## config.mk

```make
export PLATFORM = sky130hd
export DESIGN_NAME = multi_timer_core
export DESIGN_NICKNAME = d
export VERILOG_FILES = /design/src/rtl/timer_pkg.sv /design/src/rtl/timer_channel.sv /design/src/rtl/multi_timer_core.sv
export SDC_FILE = /design/constraint.sdc
export NUM_CORES = 1
export LEC_CHECK = 0
export ABC_AREA = 1
export CORE_ASPECT_RATIO = 0.9
export CORE_MARGIN = 2
export CORE_UTILIZATION = 50
export CTS_BUF_LIST = sky130_fd_sc_hd__clkbuf_4 sky130_fd_sc_hd__clkbuf_8 sky130_fd_sc_hd__clkbuf_16
export DETAILED_ROUTE_END_ITERATION = 8
export PLACE_DENSITY = 0.67
export SLEW_MARGIN = 10
export SYNTH_ARGS = -nofsm -noshare
export SYNTH_HDL_FRONTEND = slang
export SYNTH_SLANG_ARGS = --single-unit
```

## constraint.sdc

```tcl
create_clock -name i_clk -period 5.1 [get_ports i_clk]
set_clock_uncertainty 0.1 [all_clocks]
set_input_delay 0.51 -clock i_clk [delete_from_list [all_inputs] [get_ports i_clk]]
set_output_delay 0.51 -clock i_clk [all_outputs]
set_load 0.05 [all_outputs]
```

## src/rtl/timer_pkg.sv

```systemverilog
// Shared encodings and default widths for the multi-channel interval timer.
package timer_pkg;

    localparam logic [1:0] ST_IDLE = 2'd0;
    localparam logic [1:0] ST_RUN  = 2'd1;
    localparam logic [1:0] ST_DONE = 2'd2;

    localparam int CNT_W_DEF = 16;
    localparam int PRE_W_DEF = 8;
    localparam int CH_MAX    = 16;

    typedef enum logic [1:0] {
        S_IDLE = ST_IDLE,
        S_RUN  = ST_RUN,
        S_DONE = ST_DONE
    } tmr_state_e;

endpackage

```

## src/rtl/timer_channel.sv

```systemverilog
// One timer channel: counter, IDLE/RUN/DONE FSM, period latch and sticky IRQ flag.
// With MULTI_TIMER_PWM_EN it also latches a duty value and drives a registered PWM output.
module timer_channel
    import timer_pkg::*;
#(
    parameter int CNT_W = CNT_W_DEF
) (
    input  logic             i_clk,
    input  logic             i_rst,
    input  logic             tick_i,
    input  logic             en_i,
    input  logic             cont_i,
    input  logic             irq_clr_i,
    input  logic [CNT_W-1:0] period_i,
`ifdef MULTI_TIMER_PWM_EN
    input  logic [CNT_W-1:0] duty_i,
    output logic             pwm_o,
`endif
    output logic             irq_o,
    output logic             active_o
);

    tmr_state_e       state_q, state_d;
    logic [CNT_W-1:0] cnt_q, cnt_d;
    logic [CNT_W-1:0] period_q, period_d;
    logic             irq_q, irq_d;
    logic             load;

    always_comb begin
        // NOTE: every variable gets a default before the case so no path can infer a latch.
        state_d = state_q;
        cnt_d   = cnt_q;
        irq_d   = irq_q;
        load    = 1'b0;
        if (irq_clr_i) irq_d = 1'b0;
        if (!en_i) begin
            state_d = S_IDLE;
            cnt_d   = '0;
        end else begin
            case (state_q)
                S_IDLE: begin
                    state_d = S_RUN;
                    cnt_d   = '0;
                    load    = 1'b1;
                end
                S_RUN: begin
                    if (tick_i) begin
                        if (cnt_q == period_q) begin
                            // Set is assigned after clear so a coincident clear cannot drop the event.
                            cnt_d = '0;
                            irq_d = 1'b1;
                            load  = 1'b1;
                            if (!cont_i) state_d = S_DONE;
                        end else begin
                            cnt_d = cnt_q + 1'b1;
                        end
                    end
                end
                S_DONE: begin
                    cnt_d = '0;
                    if (irq_clr_i) begin
                        state_d = S_RUN;
                        load    = 1'b1;
                    end
                end
                default: state_d = S_IDLE;
            endcase
        end
        period_d = load ? period_i : period_q;
    end

    // NOTE: asynchronous active-high reset sits in the sensitivity list; state uses <= only.
    always_ff @(posedge i_clk or posedge i_rst) begin
        if (i_rst) begin
            state_q  <= S_IDLE;
            cnt_q    <= '0;
            period_q <= '0;
            irq_q    <= 1'b0;
        end else begin
            state_q  <= state_d;
            cnt_q    <= cnt_d;
            period_q <= period_d;
            irq_q    <= irq_d;
        end
    end

    assign irq_o    = irq_q;
    assign active_o = (state_q == S_RUN);

`ifdef MULTI_TIMER_PWM_EN
    logic [CNT_W-1:0] duty_q, duty_d;
    logic             pwm_q;

    assign duty_d = load ? duty_i : duty_q;

    // PWM is computed from next-state values so it lines up with the registered count.
    always_ff @(posedge i_clk or posedge i_rst) begin
        if (i_rst) begin
            duty_q <= '0;
            pwm_q  <= 1'b0;
        end else begin
            duty_q <= duty_d;
            pwm_q  <= (state_d == S_RUN) && (cnt_d < duty_d);
        end
    end

    assign pwm_o = pwm_q;
`endif

endmodule

```

## src/rtl/multi_timer_core.sv

```systemverilog
// N-channel interval timer: shared prescaler, CH timer_channel instances, registered IRQ OR.
// Optional PWM outputs are enabled by defining MULTI_TIMER_PWM_EN.
module multi_timer_core
    import timer_pkg::*;
#(
    parameter int CH    = 4,
    parameter int CNT_W = CNT_W_DEF,
    parameter int PRE_W = PRE_W_DEF
) (
    input  logic                i_clk,
    input  logic                i_rst,
    input  logic [PRE_W-1:0]    i_prescale,
    input  logic [CH-1:0]       i_en,
    input  logic [CH-1:0]       i_cont,
    input  logic [CH-1:0]       i_irq_clr,
    input  logic [CH*CNT_W-1:0] i_period,
`ifdef MULTI_TIMER_PWM_EN
    input  logic [CH*CNT_W-1:0] i_duty,
    output logic [CH-1:0]       o_pwm,
`endif
    output logic [CH-1:0]       o_irq,
    output logic                o_irq_any,
    output logic [CH-1:0]       o_active
);

    logic [PRE_W-1:0] pre_q, pre_d;
    logic             tick;
    logic             irq_any_q;

    // The prescaler is parked at zero whenever no channel is enabled.
    always_comb begin
        tick  = (|i_en) && (pre_q == i_prescale);
        pre_d = pre_q;
        if (!(|i_en) || tick) pre_d = '0;
        else                  pre_d = pre_q + 1'b1;
    end

    always_ff @(posedge i_clk or posedge i_rst) begin
        if (i_rst) begin
            pre_q     <= '0;
            irq_any_q <= 1'b0;
        end else begin
            pre_q     <= pre_d;
            irq_any_q <= |o_irq;
        end
    end

    assign o_irq_any = irq_any_q;

    for (genvar k = 0; k < CH; k++) begin : g_ch
        timer_channel #(.CNT_W(CNT_W)) u_ch (
            .i_clk     (i_clk),
            .i_rst     (i_rst),
            .tick_i    (tick),
            .en_i      (i_en[k]),
            .cont_i    (i_cont[k]),
            .irq_clr_i (i_irq_clr[k]),
            .period_i  (i_period[k*CNT_W +: CNT_W]),
`ifdef MULTI_TIMER_PWM_EN
            .duty_i    (i_duty[k*CNT_W +: CNT_W]),
            .pwm_o     (o_pwm[k]),
`endif
            .irq_o     (o_irq[k]),
            .active_o  (o_active[k])
        );
    end

endmodule
```

After elaboration in Yosys (flattened, before gate mapping) --
Cells that the tools add are included.
Storage, ports and cells: register bits 149, input port bits 86, output and inout bits 9, logic and storage cells 158
Cells by class: add/subtract/negate cells 5, eq/ne operators 33, mux-type cells 81, reductions and logical operators 21
Operator list (count):
- 16-bit two-way mux | 12
- 16-bit case mux with 2 select lines | 4
- 16-bit by 1-bit adder with 16-bit output, second input constant | 4
- 16-bit == test | 4
- 3-bit inequality test, second input constant | 15
- 2-bit two-way mux | 20
- 1-bit two-way mux | 36
- 2-bit case mux with 3 select lines | 4
- 4-bit AND reduction | 4
- 3-bit by 2-bit inequality test with 1-bit output, second input constant | 5
- 1-bit case mux with 3 select lines | 4
- 8-bit by 1-bit adder with 8-bit output, second input constant | 1
- 2-bit by 1-bit == test with 1-bit output, second input constant | 4
- 2-bit == test, second input constant | 4
- 8-bit == test | 1
- 2-bit zero test | 4
- 8-bit two-way mux | 1
- 2-bit AND reduction | 4
- 2-bit OR reduction | 4
- 4-bit OR reduction | 2
- 1-bit logical AND | 1
- 1-bit zero test | 1
- 1-bit logical OR | 1

Longest topological paths before layout --
Gate-level depths: netlist of the first run.
depth after elaboration 5, mapped depth 14

By module --
From an unflattened synthesis of the first run, not the netlist that was laid out.
Unflattened totals: cell total of the unflattened synthesis 1212, area, all modules 8684.6 um^2
Modules (own cells, without submodules):
- timer_channel (g_ch[0].u_ch ...) | times used 3, cells each 285, area each 2048.2 um^2, seq. area each 875.8 um^2
- timer_channel (g_ch[3].u_ch) | times used 1, cells each 281, area each 1980.6 um^2, seq. area each 875.8 um^2
- multi_timer_core | times used 1, cells each 76, area each 559.3 um^2, seq. area each 225.2 um^2

Worst setup path after synthesis of the first run --
Ideal clock, no wire load.
path type input-to-reg, start input i_prescale[0], end register g_ch[2].u_ch.period_q[6], setup time 0.117 ns, data arrival time 1.638 ns, required time 4.883 ns, slack 3.245 ns, stages 11, buffers on the path 1, path through xnor2_1 -> nand2_1 -> nor2_4 -> nand2_4 -> nor2_8 -> nand2_4 -> nand2_4 -> nand2_4 -> buf_6 -> nand2_1 -> nand2_1
On the way: cells in the longest elaborated chain, start to end 5
RTL lines:
- from (decl) | RTL line multi_timer_core.sv:12 | input logic [PRE_W-1:0] i_prescale,
- 8-bit == test | RTL line multi_timer_core.sv:32 | tick = (|i_en) && (pre_q == i_prescale);
- 1-bit logical AND | RTL line multi_timer_core.sv:32
- 1-bit two-way mux | RTL line timer_channel.sv:47 | if (tick_i) begin
- 1-bit case mux with 3 select lines | RTL line timer_channel.sv:40 | case (state_q)
- 1-bit two-way mux | RTL line timer_channel.sv:36 | if (!en_i) begin
- to (signal assigned) | RTL line timer_channel.sv:82 | period_q <= period_d;
- to (decl) | RTL line timer_channel.sv:25 | logic [CNT_W-1:0] period_q, period_d;
No other way between the ends. A chain may end at the register's enable or synchronous reset.

Final worst setup path of the first run --
start register g_ch[0].u_ch.state_q[0], end output o_active[0]
On the way: cells in the longest elaborated chain, start to end 1
RTL lines:
- from (decl) | RTL line timer_channel.sv:23 | tmr_state_e state_q, state_d;
- from (signal assigned) | RTL line timer_channel.sv:80 | state_q <= state_d;
- 2-bit by 1-bit == test with 1-bit output | RTL line timer_channel.sv:88 | assign active_o = (state_q == S_RUN);
- to (decl) | RTL line multi_timer_core.sv:23 | output logic [CH-1:0] o_active
No other way between the ends.

==> results.yml, run 1 <==
run_status:
  outcome: "finished, final reports clean"
power_and_ir_drop:
  seq_power_share_pct: 39.2
  p_int_w: 0.00274
  p_sw_share_pct: 33.4
  vdd_ir_drop_max_v: 0.000277
  leakagePower_nw: 5.54
  power_w: 0.00412
  p_switching_w: 0.00138
  power.density_nw_per_um2: 368
  p_clk_share_pct: 34.6
  combinationalPowerShare_pct: 26.2
synth:
  synth_cell_types: 44
  synth_area_sq_um: 9520
  syn_area_per_cell_sq_um: 6.91
  yosys_warnings: 0
  ys_seq_area_share_pct: 39.2
  synth_top_cell_area_share_pct: 39.2
  yosys.area.top_type: "dfrtp_1"
  ys_ff_latch: 149
  synth_fp_nets: 1469
  synth-edff-count: 0
  syn_inst: 1378
  synth_ff_type: "dfrtp_1"
  ys_async_sr_fraction_pct: 100
  synth_top_cells_by_area: "dfrtp_1 (39%), nand2_1 (20%), inv_1 (6.3%)"
layout:
  fin_nets: 1538
  fillers: 1761
  final_area_sq_um: 11200
  final_cells: 1705
  drive_gt1_share_pct: 5.48
  diodes: 0
  syn2layout_area_growth_pct: 17.4
global_route:
  grt_pass1_wl_microns: 39100
  grt_usage_pct: 24.2
  top_usage_layer: "met2"
  antenna_found_initial: 0
  overflow: 0
  grtUsageMet3_pct: 5.03
  grt_pass1_vias: 8044
  use_met2_pct: 39.5
  grt_max_degree: 93
  met1_usage_pct: 33.6
placed_design:
  post_dp_cell_area_sq_um: 10500
  dpl.cell_count: 1673
  place_ws_ns: 2.16
  hpwl_microns: 16800
  portBuffers: 94
  gp_congestion: 0.902
die:
  start_util_pct: 51.4
  die_y_microns: 135
  num_io_pins: 95
  rows: 47
  coreArea_sq_um: 18500
  die_w_microns: 149
  fp.dieArea_sq_um: 20200
timing:
  fin_tns_setup_ns: 0
  max_freq_ghz: 0.344
  post-route-min-period_ns: 2.91
  setup_viol: 0
  tightest_slew_ns: 0.973
  slew-limit-headroom_pct: 35.0
  setup_ws_ns: 2.19
  final-max-slew-violation-count: 0
  fin_crit_sh_pct: 57.0
  grt_setup_unrepaired: "false"
  hold_viol: 0
clock_network:
  insertion_delay_ns: 0.43
  cts_inserted_buffers: 17
  postCtsSetupRepairBufs: 0
  cts_resized: 0
  cts-root-buf: "clkbuf_16"
  cts_hold_buf: 0
  clk_pin_slew_ns: 0.06
  htreeDepth: 4
  cts_tree: "yes"
  cts_buffer_depth: 2
  cts_num_sinks: 149
detailed_routing:
  vias: 8469
  routed_via_density: 4.97
  wl_per_cell_microns: 13.4
  drt_iter0_drc: 643
  routed_wl_microns: 22800
  ant_nets: 0
  drcViolationCount: 0
  drtPass1Iterations: 6
flow_run:
  drv_cap: 0
critical_path:
  cp_max_fo: 13
  crit_type: "reg -> out"
  end_kind: "output pin"
  arrival_ns: 2.30
  critPathMaxStageDelay_ns: 0.83
  slowest_stage: "clkdlybuf4s50_1"
  path_buf_inv: 2
  worstSetupStartpointType: "register"
  critical-path-top-delay-family: "buffers and inverters"
  required_ns: 4.49
  crit_chain: "inv_1 > nor2_1 > clkdlybuf4s50_1"
hold_path:
  hp-class: "reg -> reg"
## cells in the final DEF (no fill, tap or decap), types with 3 or more instances in the layout
cell type | synthesis | final
xor2_1 | 48 | 48
clkbuf_16 | 0 | 17
nand4_1 | 36 | 36
nand2_4 | 11 | 11
nor2_1 | 145 | 145
ha_1 | 5 | 5
buf_4 | 12 | 4
clkdlybuf4s50_1 | 0 | 94
nand2_1 | 506 | 506
o22ai_1 | 9 | 9
inv_2 | 5 | 5
a21oi_1 | 13 | 13
nor3_1 | 9 | 9
clkbuf_8 | 0 | 3
dfrtp_1 | 149 | 149
o21ai_0 | 38 | 38
nand2_2 | 10 | 10
nor2_2 | 4 | 4
bufinv_16 | 0 | 5
xnor2_1 | 33 | 33
inv_1 | 160 | 159
nand3_1 | 115 | 115
o21ai_1 | 10 | 10
## flip-flops by register name, indices dropped and copies added (netlist names)
register	flops
pre_q	8
g_ch.u_ch.state_q	8
g_ch.u_ch.irq_o	4
o_irq_any	1
g_ch.u_ch.cnt_q	64
g_ch.u_ch.period_q	64
## layer usage
metal | wire length (microns) | vias to the layer above
met5 | 0 | -
met4 | 236 | 0
met3 | 1140 | 25
met2 | 10700 | 175
met1 | 10800 | 3849
li1 | - | 4420
## power by group through the flow
stage / Clock, W / Combinational, W / Sequential, W
final: 0.00142 / 0.00108 / 0.00161
after global routing: 0.00151 / 0.00126 / 0.00165
after CTS: 0.00145 / 0.00110 / 0.00161
after detailed placement: 0 / 0.00109 / 0.00163
after global placement: 0 / 0.00106 / 0.00163
after floorplan: 0 / 0.000884 / 0.00156
## per-stage QoR
stage	util, %	hold slack, ns
3_5_place_dp	56.7	0.387
2_1_floorplan	-	0.359
6_report	60.3	0.397
4_1_cts	60.3	0.401
3_3_place_gp	56.7	0.381
5_1_grt	60.3	0.426
## path summary, 6_finish.rpt
kind                                                       from                              endpoint  slack (ns)  depth (start not counted)
min reg2reg                g_ch[2].u_ch.period_q[0]$_DFFE_PP0P_  g_ch[2].u_ch.period_q[0]$_DFFE_PP0P_        0.40                          2
max reg2reg                                  pre_q[2]$_DFF_PP0_     g_ch[2].u_ch.cnt_q[0]$_DFFE_PP0P_        2.63                          8
min                        g_ch[2].u_ch.period_q[0]$_DFFE_PP0P_  g_ch[2].u_ch.period_q[0]$_DFFE_PP0P_        0.40                          2
max                         g_ch[0].u_ch.state_q[0]$_DFFE_PP0P_                           o_active[0]        2.19                          3
max in group asynchronous                                 i_rst  g_ch[1].u_ch.period_q[4]$_DFFE_PP0P_        3.40                          3
min in group asynchronous                                 i_rst  g_ch[0].u_ch.period_q[1]$_DFFE_PP0P_        0.54                          2
## cell type report
type                    instances  area (sq um)  share of cell area [%]
repair buffers                 98           971                    8.69
multi-input cells            1015          4870                    43.6
flip-flops and latches        149          3730                    33.4
well taps                     245           307                    2.74
clock inverters                11           196                    1.76
clock buffers                  21           474                    4.24
inverters                     166           628                    5.62
## Yosys cell counts, types with 2 or more instances
library cell and count:
nand2_1 506, inv_1 160, dfrtp_1 149, nor2_1 145, nand3_1 115, xor2_1 48, o21ai_0 38, nand4_1 36
xnor2_1 33, buf_2 20, a21oi_1 13, buf_4 12, nand2_4 11, nand2_2 10, o21ai_1 10, nor3_1 9
o22ai_1 9, clkbuf_1 8, ha_1 5, inv_2 5, clkbuf_2 4, nor2_2 4, buf_6 3, a31o_2 2
nand3b_1 2, nor2_4 2, o21ai_2 2
## worst register-to-register path, cell delays in order (launching register included)
cell and delay (ns):
dfrtp_1 0.44, xnor2_1 0.18, nand2_1 0.13, nor2_1 0.22
nand3_1 0.22, nand2_1 0.42, clkinv_1 0.39, nand2_1 0.13
o21ai_0 0.10
## cells by family (layout without fill, tap and decap cells)
logic type | count (synthesis) | in the layout | share of synthesized area [%]
AOI/OAI and AO/OA | 81 | 81 | 4.90
adders and majority gates | 5 | 5 | 0.657
buffers and inverters | 214 | 296 | 9.64
and+or+nand+nor | 848 | 848 | 38.2
xor gates and xnor gates | 81 | 81 | 7.46
DFF | 149 | 149 | 39.2
Note: power is estimated with default switching activity, not from simulation.
==> run 2: changes to the inputs <==
==> constraint.sdc (replaced) <==
create_clock -name i_clk -period 2.8 [get_ports i_clk]
set_clock_uncertainty 0.1 [all_clocks]
set_input_delay 0.28 -clock i_clk [delete_from_list [all_inputs] [get_ports i_clk]]
set_output_delay 0.28 -clock i_clk [all_outputs]
set_load 0.05 [all_outputs]
==> run 2 against run 1 <==
Non-clock buffer count increased by 11. Global-route usage about the same. Hold slack got worse by 0.19 ns. Sequential power increased by 81%. Critical path depth unchanged. Largest cell class unchanged. Largest power group unchanged. First-iteration DRC count decreased by 3.3%.
==> results.yml, run 2 (synthesized netlist as in run 1, its figures left out) <==
run_status:
  outcome: "finished, final reports clean"
layout:
  fin_nets: 1549
  diodes: 0
  final_cell_mix: "nand2_1 (506), inv_1 (159), dfrtp_1 (149)"
  final_common_cell: "nand2_1"
  drive_gt1_share_pct: 6.06
  top_regs: "g_ch.u_ch.cnt_q: 64 flops, g_ch.u_ch.period_q: 64 flops"
  syn2layout_area_growth_pct: 17.8
detailed_routing:
  wl_per_cell_microns: 13.3
  ant_nets: 0
  routed_wl_microns: 22800
  drcViolationCount: 0
  vias: 8573
  drt_iter0_drc: 622
  drtPass1Iterations: 5
  routed_via_density: 5.00
timing:
  fin_tns_setup_ns: 0
  setup_ws_ns: 0.268
  final-max-slew-violation-count: 0
  hold_viol: 0
  fin_crit_sh_pct: 90.4
  slew-limit-headroom_pct: 50.9
  setup_viol: 0
  tightest_slew_ns: 0.728
  whs_ns: 0.204
  post-route-min-period_ns: 2.53
  max_freq_ghz: 0.395
  grt_setup_unrepaired: "false"
clock_network:
  postCtsSetupRepairBufs: 0
  clk_pin_slew_ns: 0.06
  cts-root-buf: "clkbuf_16"
  cts_resized: 0
  insertion_delay_ns: 0.43
  cts_num_sinks: 149
  cts_tree: "yes"
  cts_hold_buf: 0
  cts_inserted_buffers: 17
  htreeDepth: 4
  cts_buffer_depth: 2
critical_path:
  worstSetupStartpointType: "register"
  arrival_ns: 2.15
  cp_max_fo: 10
  end_kind: "output pin"
  required_ns: 2.42
  crit_type: "reg -> out"
global_route:
  grt_pass1_wl_microns: 38800
  overflow: 0
  grt_pass1_vias: 8126
  antenna_found_initial: 0
  grt_max_degree: 54
  grt_usage_pct: 24.2
die:
  rows: 47
  die_w_microns: 149
  start_util_pct: 51.4
  fp.dieArea_sq_um: 20200
  num_io_pins: 95
  coreArea_sq_um: 18500
  die_y_microns: 135
flow_run:
  drv_cap: 0
placed_design:
  gp_congestion: 0.889
  place_ws_ns: 0.420
  hpwl_microns: 16800
  portBuffers: 94
hold_path:
  hp-class: "in -> async"
power_and_ir_drop:
  leakagePower_nw: 5.57
  power.density_nw_per_um2: 650
  power_w: 0.00729
  vdd_ir_drop_max_v: 0.000371
==> run 2: routing by layer <==
layer | vias to the layer above | share of wire [%] | wire length [microns] | GRT usage [%]
met3 | 18 | 4.2 | 963 | 4.46
met1 | 3942 | 47 | 10700 | 32.8
met5 | - | 0 | 0 | 0
met4 | 0 | 1.4 | 311 | 5.93
li1 | 4454 | - | - | -
met2 | 159 | 47 | 10800 | 40.2
==> run 2: worst paths after layout <==
path / start / to / slack (ns) / depth (start not counted)
setup / recovery: g_ch[3].u_ch.state_q[0]$_DFFE_PP0P_ / o_active[3] / 0.27 / 3
hold / removal: i_rst / g_ch[3].u_ch.period_q[1]$_DFFE_PP0P_ / 0.20 / 2
setup reg to reg: g_ch[1].u_ch.cnt_q[4]$_DFFE_PP0P_ / g_ch[1].u_ch.period_q[15]$_DFFE_PP0P_ / 0.68 / 12
hold reg to reg: g_ch[1].u_ch.period_q[1]$_DFFE_PP0P_ / g_ch[1].u_ch.period_q[1]$_DFFE_PP0P_ / 0.39 / 2
max in group asynchronous: i_rst / g_ch[2].u_ch.cnt_q[2]$_DFFE_PP0P_ / 1.70 / 3
min in group i_clk: i_period[11] / g_ch[0].u_ch.period_q[11]$_DFFE_PP0P_ / 0.29 / 3
==> run 2: final cells by class <==
type | instances | area [sq um]
clock inverters | 10 | 134
inverters | 166 | 627
multi-input cells | 1015 | 4870
repair buffers | 109 | 1090
well taps | 245 | 307
flip-flops and latches | 149 | 3730
fillers | 1769 | 7320
clock buffers | 20 | 448
==> run 2: critical path, cell delays in order (launching register included) <==
cell             delay, ns
dfrtp_1               0.57
inv_1                 0.13
nor2_1                0.20
clkdlybuf4s50_1       0.84
==> run 2: per-stage QoR <==
step	util [%]	std cells	area [sq um]
floorplan	-	1378	9520
global placement	57.3	1684	10600
detailed placement	57.3	1684	10600
CTS	60.5	1714	11200
global route	60.5	1714	11200
finish	60.5	1714	11200
==> run 2: power breakdown <==
| group | total, W | switching, W | internal (W) |
|---|---|---|---|
| logic | 0.00205 | 0.00123 | 0.000826 |
| clock network | 0.00232 | 0.000909 | 0.00142 |
| registers | 0.00291 | 0.000375 | 0.00254 |
| total | 0.00729 | 0.00251 | 0.00478 |
